### src/rtl/alu_pkg.sv
`default_nettype none
// ============================================================================
// Module      : alu_pkg
// Description : Shared opcodes, FSM state encoding and helpers for the
//               iterative ALU and its multiply/divide datapath.
//               Optional macro ITERATIVE_ALU_SIGNED_DIV_EN makes the signed
//               DIV/REM codes iterative operations.
// Revision    : 1.0 - initial release
// ============================================================================
package alu_pkg;

    localparam int CTRL_W_DEF = 4;

    localparam logic [3:0] ALU_AND     = 4'b0000;
    localparam logic [3:0] ALU_OR      = 4'b0001;
    localparam logic [3:0] ALU_ADD     = 4'b0010;
    localparam logic [3:0] ALU_XOR     = 4'b0011;
    localparam logic [3:0] ALU_SLTU    = 4'b0101;
    localparam logic [3:0] ALU_SUB     = 4'b0110;
    localparam logic [3:0] ALU_SLT     = 4'b0111;
    localparam logic [3:0] ALU_MUL     = 4'b1000;
    localparam logic [3:0] ALU_DIVU    = 4'b1001;
    localparam logic [3:0] ALU_REMU    = 4'b1010;
    localparam logic [3:0] ALU_DIV     = 4'b1011;
    localparam logic [3:0] ALU_REM     = 4'b1101;
    // Internal code substituted for any opcode with nonzero upper control bits
    localparam logic [3:0] ALU_ILLEGAL = 4'b1111;

    typedef enum logic [1:0] {
        ST_IDLE = 2'd0,
        ST_ITER = 2'd1,
        ST_DONE = 2'd2
    } state_e;

    // True for opcodes that run on the multi-cycle multiply/divide datapath
    function automatic logic is_iter_op(input logic [3:0] op);
        logic r;
        r = (op == ALU_MUL) || (op == ALU_DIVU) || (op == ALU_REMU);
`ifdef ITERATIVE_ALU_SIGNED_DIV_EN
        r = r || (op == ALU_DIV) || (op == ALU_REM);
`endif
        return r;
    endfunction

endpackage
`default_nettype wire

### src/rtl/alu_muldiv_iter.sv
`default_nettype none
// ============================================================================
// Module      : alu_muldiv_iter
// Description : One-bit-per-cycle shift-add multiplier and restoring
//               divider. start loads operands and the iteration counter;
//               done is high during the final iteration, and the result
//               outputs present the values being written at that edge.
// Revision    : 1.0 - initial release
// ============================================================================
module alu_muldiv_iter #(
    parameter int XLEN = 64
) (
    input  logic            clk,
    input  logic            rst_n,
    input  logic            start,
    input  logic            is_div,
    input  logic [XLEN-1:0] a_in,     // multiplicand / dividend
    input  logic [XLEN-1:0] b_in,     // multiplier / divisor
    output logic            done,
    output logic [XLEN-1:0] prod,
    output logic [XLEN-1:0] quo,
    output logic [XLEN-1:0] rem
);

    localparam int CNT_W = $clog2(XLEN) + 1;

    logic [CNT_W-1:0] cnt_q, cnt_d;
    logic             div_q, div_d;
    logic [XLEN-1:0]  acc_q, acc_d;   // product accumulator
    logic [XLEN-1:0]  rem_q, rem_d;   // partial remainder
    logic [XLEN-1:0]  quo_q, quo_d;   // multiplier bits (mul) / dividend->quotient (div)
    logic [XLEN-1:0]  opb_q, opb_d;   // shifting multiplicand (mul) / divisor (div)
    logic [XLEN:0]    w_shift;
    logic [XLEN:0]    w_trial;

    // Next-state for one iteration: add-and-shift for MUL, trial subtract for DIV
    always_comb begin
        cnt_d   = cnt_q;
        div_d   = div_q;
        acc_d   = acc_q;
        rem_d   = rem_q;
        quo_d   = quo_q;
        opb_d   = opb_q;
        w_shift = {rem_q, quo_q[XLEN-1]};
        w_trial = w_shift - {1'b0, opb_q};
        if (start) begin
            cnt_d = CNT_W'(XLEN);
            div_d = is_div;
            acc_d = '0;
            rem_d = '0;
            quo_d = is_div ? a_in : b_in;
            opb_d = is_div ? b_in : a_in;
        end else if (cnt_q != '0) begin
            cnt_d = cnt_q - CNT_W'(1);
            if (div_q) begin
                // A zero divisor always "fits", yielding all-ones quotient and rem = dividend
                if (!w_trial[XLEN]) begin
                    rem_d = w_trial[XLEN-1:0];
                    quo_d = {quo_q[XLEN-2:0], 1'b1};
                end else begin
                    rem_d = w_shift[XLEN-1:0];
                    quo_d = {quo_q[XLEN-2:0], 1'b0};
                end
            end else begin
                if (quo_q[0]) begin
                    acc_d = acc_q + opb_q;
                end
                opb_d = opb_q << 1;
                quo_d = quo_q >> 1;
            end
        end
    end

    // Datapath registers; reset abandons any iteration in progress
    always_ff @(posedge clk) begin
        if (!rst_n) begin
            cnt_q <= '0;
            div_q <= 1'b0;
            acc_q <= '0;
            rem_q <= '0;
            quo_q <= '0;
            opb_q <= '0;
        end else begin
            cnt_q <= cnt_d;
            div_q <= div_d;
            acc_q <= acc_d;
            rem_q <= rem_d;
            quo_q <= quo_d;
            opb_q <= opb_d;
        end
    end

    assign done = (cnt_q == CNT_W'(1));
    assign prod = acc_d;
    assign quo  = quo_d;
    assign rem  = rem_d;

endmodule
`default_nettype wire

### src/rtl/iterative_alu.sv
`default_nettype none
// ============================================================================
// Module      : iterative_alu
// Description : Multi-cycle ALU with valid/ready handshakes on operands and
//               result. Single-cycle logic/add ops complete in one cycle;
//               MUL/DIVU/REMU iterate XLEN cycles on alu_muldiv_iter.
//               Macro ITERATIVE_ALU_SIGNED_DIV_EN adds signed DIV/REM.
//               XLEN must be a power of two >= 8; CTRL_W must be >= 4.
// Revision    : 1.0 - initial release
// ============================================================================
module iterative_alu
    import alu_pkg::*;
#(
    parameter int XLEN   = 64,
    parameter int CTRL_W = CTRL_W_DEF
) (
    input  logic              clk,
    input  logic              rst_n,
    input  logic              in_valid,
    output logic              in_ready,
    input  logic [XLEN-1:0]   X,
    input  logic [XLEN-1:0]   Y,
    input  logic [CTRL_W-1:0] aluControl,
    output logic              out_valid,
    input  logic              out_ready,
    output logic [XLEN-1:0]   aluOut,
    output logic              zero,
    output logic              busy
);

    state_e          state_q, state_d;
    logic            in_ready_q, in_ready_d;
    logic            out_valid_q, out_valid_d;
    logic            busy_q, busy_d;
    logic            zero_q, zero_d;
    logic [XLEN-1:0] alu_out_q, alu_out_d;
    logic [3:0]      op_q, op_d;
    logic            qneg_q, qneg_d;
    logic            rneg_q, rneg_d;

    logic            w_hi_ok;
    logic [3:0]      w_op;
    logic [XLEN-1:0] w_single, w_iter_res;
    logic [XLEN-1:0] w_md_a, w_md_b, w_prod, w_quo, w_rem;
    logic            w_qneg, w_rneg, w_start, w_done;

    // Control bits above the 4-bit opcode field must be zero for a legal code
    generate
        if (CTRL_W > 4) begin : g_ctrl_wide
            assign w_hi_ok = (aluControl[CTRL_W-1:4] == '0);
        end else begin : g_ctrl_narrow
            assign w_hi_ok = 1'b1;
        end
    endgenerate

    assign w_op = w_hi_ok ? aluControl[3:0] : ALU_ILLEGAL;

    // Single-cycle results; unlisted codes give zero
    always_comb begin
        case (w_op)
            ALU_AND:  w_single = X & Y;
            ALU_OR:   w_single = X | Y;
            ALU_ADD:  w_single = X + Y;
            ALU_XOR:  w_single = X ^ Y;
            ALU_SUB:  w_single = X - Y;
            ALU_SLT:  w_single = {{(XLEN-1){1'b0}}, ($signed(X) < $signed(Y))};
            ALU_SLTU: w_single = {{(XLEN-1){1'b0}}, (X < Y)};
            default:  w_single = '0;
        endcase
    end

    // Divider operands: magnitudes plus result-sign flags for signed divide
    always_comb begin
        w_md_a = X;
        w_md_b = Y;
        w_qneg = 1'b0;
        w_rneg = 1'b0;
`ifdef ITERATIVE_ALU_SIGNED_DIV_EN
        if ((w_op == ALU_DIV) || (w_op == ALU_REM)) begin
            w_md_a = X[XLEN-1] ? -X : X;
            w_md_b = Y[XLEN-1] ? -Y : Y;
            // Divide-by-zero keeps the all-ones quotient unsigned-style
            w_qneg = (X[XLEN-1] ^ Y[XLEN-1]) && (Y != '0);
            w_rneg = X[XLEN-1];
        end
`endif
    end

    assign w_start = (state_q == ST_IDLE) && in_valid && is_iter_op(w_op);

    alu_muldiv_iter #(
        .XLEN (XLEN)
    ) u_muldiv (
        .clk    (clk),
        .rst_n  (rst_n),
        .start  (w_start),
        .is_div (w_op != ALU_MUL),
        .a_in   (w_md_a),
        .b_in   (w_md_b),
        .done   (w_done),
        .prod   (w_prod),
        .quo    (w_quo),
        .rem    (w_rem)
    );

    // Select and sign-fix the iterative result for the captured opcode
    always_comb begin
        case (op_q)
            ALU_MUL:  w_iter_res = w_prod;
            ALU_DIVU: w_iter_res = w_quo;
            ALU_REMU: w_iter_res = w_rem;
            ALU_DIV:  w_iter_res = qneg_q ? -w_quo : w_quo;
            ALU_REM:  w_iter_res = rneg_q ? -w_rem : w_rem;
            default:  w_iter_res = '0;
        endcase
    end

    // FSM next-state and registered handshake/result outputs
    always_comb begin
        state_d     = state_q;
        in_ready_d  = in_ready_q;
        out_valid_d = out_valid_q;
        busy_d      = busy_q;
        zero_d      = zero_q;
        alu_out_d   = alu_out_q;
        op_d        = op_q;
        qneg_d      = qneg_q;
        rneg_d      = rneg_q;
        case (state_q)
            ST_IDLE: begin
                if (in_valid) begin
                    op_d       = w_op;
                    qneg_d     = w_qneg;
                    rneg_d     = w_rneg;
                    in_ready_d = 1'b0;
                    if (is_iter_op(w_op)) begin
                        state_d = ST_ITER;
                        busy_d  = 1'b1;
                    end else begin
                        state_d     = ST_DONE;
                        alu_out_d   = w_single;
                        zero_d      = (w_single == '0);
                        out_valid_d = 1'b1;
                    end
                end
            end
            ST_ITER: begin
                if (w_done) begin
                    state_d     = ST_DONE;
                    alu_out_d   = w_iter_res;
                    zero_d      = (w_iter_res == '0);
                    out_valid_d = 1'b1;
                    busy_d      = 1'b0;
                end
            end
            ST_DONE: begin
                if (out_ready) begin
                    state_d     = ST_IDLE;
                    out_valid_d = 1'b0;
                    in_ready_d  = 1'b1;
                end
            end
            default: begin
                state_d     = ST_IDLE;
                in_ready_d  = 1'b1;
                out_valid_d = 1'b0;
                busy_d      = 1'b0;
            end
        endcase
    end

    // State and output registers
    always_ff @(posedge clk) begin
        if (!rst_n) begin
            state_q     <= ST_IDLE;
            in_ready_q  <= 1'b1;
            out_valid_q <= 1'b0;
            busy_q      <= 1'b0;
            zero_q      <= 1'b1;
            alu_out_q   <= '0;
            op_q        <= ALU_AND;
            qneg_q      <= 1'b0;
            rneg_q      <= 1'b0;
        end else begin
            state_q     <= state_d;
            in_ready_q  <= in_ready_d;
            out_valid_q <= out_valid_d;
            busy_q      <= busy_d;
            zero_q      <= zero_d;
            alu_out_q   <= alu_out_d;
            op_q        <= op_d;
            qneg_q      <= qneg_d;
            rneg_q      <= rneg_d;
        end
    end

    assign in_ready  = in_ready_q;
    assign out_valid = out_valid_q;
    assign busy      = busy_q;
    assign zero      = zero_q;
    assign aluOut    = alu_out_q;

endmodule
`default_nettype wire

### config.mk
export PLATFORM = sky130hd
export DESIGN_NAME = iterative_alu
export DESIGN_NICKNAME = d
export VERILOG_FILES = /design/src/rtl/alu_pkg.sv /design/src/rtl/alu_muldiv_iter.sv /design/src/rtl/iterative_alu.sv
export SDC_FILE = /design/constraint.sdc
export NUM_CORES = 2
export LEC_CHECK = 0
export CORE_MARGIN = 4
export CORE_UTILIZATION = 40
export CTS_CLUSTER_DIAMETER = 100
export DETAILED_ROUTE_END_ITERATION = 8
export GPL_TIMING_DRIVEN = 0
export MAX_ROUTING_LAYER = met4
export PLACE_DENSITY = 0.69
export SETUP_SLACK_MARGIN = 0.1
export SKIP_CTS_REPAIR_TIMING = 1
export SKIP_LAST_GASP = 1
export SYNTH_ARGS = -nofsm -noshare
export SYNTH_HDL_FRONTEND = slang
export SYNTH_SLANG_ARGS = --single-unit
### constraint.sdc
create_clock -name clk -period 9.5 [get_ports clk]
set_input_delay 0.95 -clock clk [delete_from_list [all_inputs] [get_ports clk]]
set_output_delay 0.95 -clock clk [all_outputs]
set_load 0.02 [all_outputs]
# After elaboration in Yosys (flattened, before gate mapping)
# Index checks and enable logic that the tools add are counted.
dict set report op_classes {
  add_sub_neg 5
  order_cmp 2
  n_eq_ne 24
  muxes 46
  n_bitwise 6
  reduce_logical 21
}
# operator count
set op_table {}
lappend op_table {{two-way mux 64 bit} 19}
lappend op_table {{case mux 64 bit (7 select lines)} 1}
lappend op_table {{case mux 64 bit (3 select lines)} 1}
lappend op_table {{adder 64 bit} 2}
lappend op_table {{zero test 64 bit} 2}
lappend op_table {{< comparator 64 bit} 2}
lappend op_table {{case mux 64 bit (2 select lines)} 1}
lappend op_table {{subtractor 65 x 64 -> 65 bit} 1}
lappend op_table {{bitwise AND 64 bit} 1}
lappend op_table {{bitwise OR 64 bit} 1}
lappend op_table {{subtractor 64 bit} 1}
lappend op_table {{XOR 64 bit} 1}
lappend op_table {{equality test 4 bit, second input constant} 8}
lappend op_table {{two-way mux 7 bit} 2}
lappend op_table {{two-way mux 1 bit} 13}
lappend op_table {{equality test 4 x 3 -> 1 bit, second input constant} 3}
lappend op_table {{AND reduction 4 bit} 3}
lappend op_table {{case mux 1 bit (3 select lines)} 3}
lappend op_table {{equality test 4 x 2 -> 1 bit, second input constant} 2}
lappend op_table {{two-way mux 2 bit} 4}
lappend op_table {{equality test 7 x 1 -> 1 bit, second input constant} 1}
lappend op_table {{nonzero test 7 bit} 1}
lappend op_table {{subtractor 7 x 1 -> 7 bit, second input constant} 1}
lappend op_table {{inequality test 2 x 1 -> 1 bit, second input constant} 3}
lappend op_table {{16 further kinds} 27}
dict set report word_totals {
  ff_bits 338
  inputBits 136
  out_inout_bits 68
  elab_cells 118
}

# Longest topological paths before layout
dict set report depth {
  word_depth 9
  mapped_depth 19
  mapped_depth_nobuf 18
}

# By module
# A second synthesis with hierarchy kept.
dict set report unflattened {
  cells_unflattened 5501
  hier_area_um2 38831.0
}
# mod instances cells_each area_per_inst_um2 seq_area_each_um2
set by_module_without_submodules {}
lappend by_module_without_submodules {alu_muldiv_iter 1 2949 21739.6 5285.1}
lappend by_module_without_submodules {iterative_alu 1 2552 17091.4 1481.4}

# Worst setup path after synthesis
# No wires, ideal clock.
dict set report synth_timing {
  kind {input to register}
  from {in X[0]}
  to {reg zero_q (netlist: zero)}
  setup_time_ns 0.073
  t_arrival_ns 4.738
  required_ns 9.427
  slack_ns 4.689
  path_stages 15
  n_path_buf 0
  path_cell_list {ha_1 fa_1 a21oi_1 o221ai_1 a2111oi_0 o311ai_1 xnor2_1 a221oi_1 o21ai_0 or4_1 or4_1 nor3_1 nand4_1 nand4b_4 o211ai_2}
}
dict set report synth_between {
  elab_chain_cells 6
  elab_cells_between_ends 17
  classes_between {add/sub (2); order compare (2); mux (8); bitwise (3); reduce/logical (2)}
}
# item line_no
set synth_lines {}
lappend synth_lines {{start, declared} iterative_alu.sv:21} ;# input logic [XLEN-1:0] X,
lappend synth_lines {{subtractor 64 bit (tied with other cells)} iterative_alu.sv:65} ;# ALU_SUB: w_single = X - Y;
lappend synth_lines {{case mux 64 bit (7 select lines) or two-way mux 64 bit (tied branches)} {iterative_alu.sv:60, alu_muldiv_iter.sv:46}}
lappend synth_lines {{zero test 64 bit or case mux 64 bit (3 select lines) (tied branches)} {iterative_alu.sv:142, iterative_alu.sv:108}}
lappend synth_lines {{two-way mux 1 bit or zero test 64 bit (tied branches)} {iterative_alu.sv:136, iterative_alu.sv:151}}
lappend synth_lines {{two-way mux 1 bit, on equally long branches} {iterative_alu.sv:131, iterative_alu.sv:148}}
lappend synth_lines {{case mux 1 bit (2 select lines) *} iterative_alu.sv:129} ;# case (state_q)
lappend synth_lines {{end signal, assigned} iterative_alu.sv:189} ;# zero_q <= zero_d;
lappend synth_lines {{end, declared} iterative_alu.sv:35} ;# logic zero_q, zero_d;
# Mark *: on every way between the ends. The rest lies on a longest branch, timed or not. The select of a mux whose other input is x is not followed.
# A chain may end at the register's enable or synchronous reset.

# Worst setup path after layout
dict set report layout_timing {
  from {in aluControl[2]}
  to {reg zero_q (netlist: zero)}
}
dict set report layout_between {
  elab_chain_cells 9
  elab_cells_between_ends 28
  classes_between {eq/ne (11); mux (10); reduce/logical (7)}
}
# item line_no
set layout_lines {}
lappend layout_lines {{start, declared} iterative_alu.sv:23} ;# input logic [CTRL_W-1:0] aluControl,
lappend layout_lines {{equality test 4 bit} alu_pkg.sv:38} ;# r = (op == ALU_MUL) || (op == ALU_DIVU) || (op == ALU_REMU);
lappend layout_lines {{logical OR 1 bit (2 in a row)} alu_pkg.sv:38}
lappend layout_lines {{logical AND 1 bit} iterative_alu.sv:89} ;# assign w_start = (state_q == ST_IDLE) && in_valid && is_iter_op(w_op);
lappend layout_lines {{two-way mux 64 bit} alu_muldiv_iter.sv:46} ;# if (start) begin
lappend layout_lines {{case mux 64 bit (3 select lines)} iterative_alu.sv:108} ;# case (op_q)
lappend layout_lines {{zero test 64 bit} iterative_alu.sv:151} ;# zero_d = (w_iter_res == '0);
lappend layout_lines {{two-way mux 1 bit} iterative_alu.sv:148} ;# if (w_done) begin
lappend layout_lines {{case mux 1 bit (2 select lines)} iterative_alu.sv:129}
# Several ways; a longest one is shown, not always the timed one. The select of a mux whose other input is x is not followed.

==> flow_summary.json <==
{
  "setup_viol": 0,
  "cap_violations": 2,
  "mostFrequentLayoutCell": "nor2_1",
  "syn_nets": 6038,
  "async_flop_share_pct": 0,
  "grt_setup_unrepaired": "no",
  "synth_edf_count": 0,
  "initial_utilization_pct": 40.22,
  "pwr-share-clk_pct": 18.3,
  "syn_to_final_growth_pct": 13.37,
  "cts_max_path_buffers": 3,
  "fp.dieH_um": 316.9,
  "hold_path.class": "flop to flop",
  "first_global_vias": 43800,
  "drt_first_pass_iters": 9,
  "reg2reg_depth": 18,
  "num_vias": 48680,
  "grt_util_all_layers_pct": 48.11,
  "yosysUniqueCellTypes": 94,
  "routedWlPerCell_um": 34.70,
  "fin_skew_ns": 0.06525,
  "routed_via_density": 6.826,
  "drc_errors": 5,
  "grt_use_met2_pct": 68.06,
  "startpoint": "aluControl[2]",
  "gr-total-overflow": 0,
  "grt_max_degree": 13,
  "rows": 113,
  "hold_path_startpoint": "aluOut[29]",
  "drv_slew": 11,
  "ant_nets": 0,
  "synth_top_area_share_pct": 17.73,
  "worst_pin_slew_ns": 1.564,
  "cts_buffers": 43,
  "arrival_ns": 8.90,
  "internal_power_mw": 4.374,
  "switchingPower_mw": 5.242,
  "fmax_ghz": 0.1195,
  "fin_util_pct": 45.60,
  "io_buffers": 202,
  "violations": "design-rule violations, max-capacitance violations, max-slew violations",
  "yosys_warnings": 0,
  "core-area_um2": 94870,
  "synthTopCellsByArea": "dfxtp_1, ha_1, a21oi_1",
  "hpwl_mm": 205.1,
  "critPathRequiredTime_ns": 10.03,
  "yosysSeqAreaShare_pct": 17.73,
  "ys.flop_type": "dfxtp_1",
  "cp_max_fo": 10,
  "cp-start-kind": "primary input",
  "reg2reg_from": "u_muldiv.quo_q[63]",
  "cp-end-kind": "flop",
  "hold_viol": 0,
  "synthCells": 5577,
  "status": "finished with violations",
  "first_iter_violations": 8220,
  "worst_r2r_endpoint": "zero",
  "powerDensity_nw_per_um2": 222.3,
  "synth_top_area_cell": "dfxtp_1",
  "die_w_um": 316.9,
  "met3_usage_pct": 12.84,
  "min_period_over_period_pct": 88.08,
  "top_usage_layer": "met2",
  "clkSlewWorstSetupHoldPaths_ns": 0.07,
  "reg2reg_slack_ns": 1.87,
  "routed_wl_mm": 247.5,
  "cts_sinks": 338,
  "setup_tns_ns": 0,
  "cts_tree": "done",
  "leakagePower_nw": 17.45,
  "max_slew_margin_pct": -4.275,
  "met1_usage_pct": 58.67,
  "dieArea_um2": 100400,
  "pin_count": 204,
  "avgSynthCellArea_um2": 6.842,
  "nets": 6286,
  "synth_area_um2": 38160,
  "layout.cells.most_common_list": "nor2_1, a21oi_1, nand2_1, o21ai_0, dfxtp_1",
  "clkLatencyLatePin_ns": 0.65,
  "min_period_ns": 8.367,
  "gp_congestion": 1.150,
  "cts_root_buf": "clkbuf_16",
  "ys_ff_latch": 338,
  "peakVddDrop_v": 0.0001575,
  "htree_levels": 2,
  "p_sw_share_pct": 54.51,
  "crit_end": "zero",
  "drive_gt1_share_pct": 2.493,
  "p_comb_share_pct": 61.7,
  "seq_power_share_pct": 20.0,
  "grt_pass1_wl_mm": 335.8,
  "path_class": "primary input to flop",
  "antenna_found_initial": 11
}
-- Yosys cell counts, drive strengths merged (57+ instances only) --
cell type / count
xnor2: 86
nor2: 671
nand2: 589
a21oi: 602
clkbuf: 320
mux2i: 133
nor3: 186
ha: 321
a211oi: 193
o21ai: 356
inv: 315
o211ai: 140
nand3: 98
buf: 67
nand4: 76
a21o: 67
o211a: 74
xor2: 57
dfxtp: 338
and2: 92
-- per-layer routing --
| layer | vias up | part of all wire, % |
|---|---|---|
| li1 | 20880 | - |
| met1 | 23020 | 37 |
| met2 | 3786 | 40 |
| met3 | 993 | 13 |
| met4 | 0 | 9.4 |
| met5 | - | 0 |
-- cell families after synthesis --
family / count (synthesis) / synth area share (%)
AO/OA/AOI/OAI: 1954 / 33.88
XOR/XNOR: 143 / 3.283
adder cells (fa/ha/maj): 325 / 10.74
buffers and inverters: 703 / 6.975
flip-flops: 338 / 17.73
multiplexers: 145 / 3.853
AND/OR/NAND/NOR: 1969 / 23.54
-- worst min path at each step --
| stage | endpoint | slack (ns) | cells past startpoint |
|---|---|---|---|
| after floorplan | u_muldiv.acc_q[46] | 0.45 | 2 |
| after global placement | aluOut[29] | 0.44 | 2 |
| after detailed placement | aluOut[29] | 0.46 | 2 |
| after CTS | aluOut[29] | 0.47 | 2 |
| after global routing | aluOut[29] | 0.50 | 2 |
| final | aluOut[29] | 0.48 | 2 |
-- stage by stage --
| stage | cells | total power, mW | area [um2] | hold slack [ns] | setup slack (ns) |
|---|---|---|---|---|---|
| final | 7132 | 9.616 | 43260 | 0.4795 | 1.133 |
| after global routing | 7129 | 9.859 | 43250 | 0.5040 | 1.588 |
| after CTS | 7122 | 9.259 | 43210 | 0.4707 | 1.840 |
| after detailed placement | 7045 | 7.534 | 41770 | 0.4644 | 1.258 |
| after global placement | 7044 | 7.537 | 41760 | 0.4406 | 1.196 |
| after floorplan | 5577 | 5.309 | 38160 | 0.4479 | 4.689 |
-- cell type report --
| cell class | count | area, um2 |
|---|---|---|
| Multi-Input combinational cell | 4536 | 28750 |
| Inverter | 316 | 1186 |
| Clock buffer | 62 | 1237 |
| Fill cell | 10050 | 51610 |
| Clock inverter | 15 | 202.7 |
| Timing Repair Buffer | 203 | 2029 |
| Buffer | 387 | 1475 |
| Antenna cell | 10 | 25.02 |
| Sequential cell | 338 | 6766 |
| Tap cell | 1265 | 1583 |
-- registers in the layout, indices dropped and copies added (netlist names) --
name            flops
u_muldiv.quo_q     64
u_muldiv.cnt_q      7
op_q                4
in_ready            1
u_muldiv.rem_q     64
busy                1
u_muldiv.opb_q     64
out_valid           1
aluOut             64
zero                1
state_q             2
u_muldiv.div_q      1
u_muldiv.acc_q     64
-- critical path, stage by stage --
cell and delay (ns):
clkdlybuf4s50_1 0.75, or4b_2 0.20, clkbuf_1 0.85, clkbuf_1 0.67, clkbuf_1 0.94, clkbuf_1 0.88
buf_1 0.71, nor2_1 0.09, a221oi_1 0.25, o21ai_0 0.51, a211oi_1 0.79, nand3_1 0.15
nor3_1 0.63, nand4_1 0.17, nand4b_4 0.22, o211ai_2 0.09
-- power groups by stage --
stage                     clock network [mW]  registers (mW)  logic [mW]
after floorplan                            0            1.85        3.46
after global placement                     0            1.93        5.60
after detailed placement                   0            1.93        5.60
after CTS                               1.73            1.90        5.63
after global routing                    1.79            1.93        6.14
final                                   1.76            1.92        5.94
Note: power is estimated with default switching activity, not from simulation.
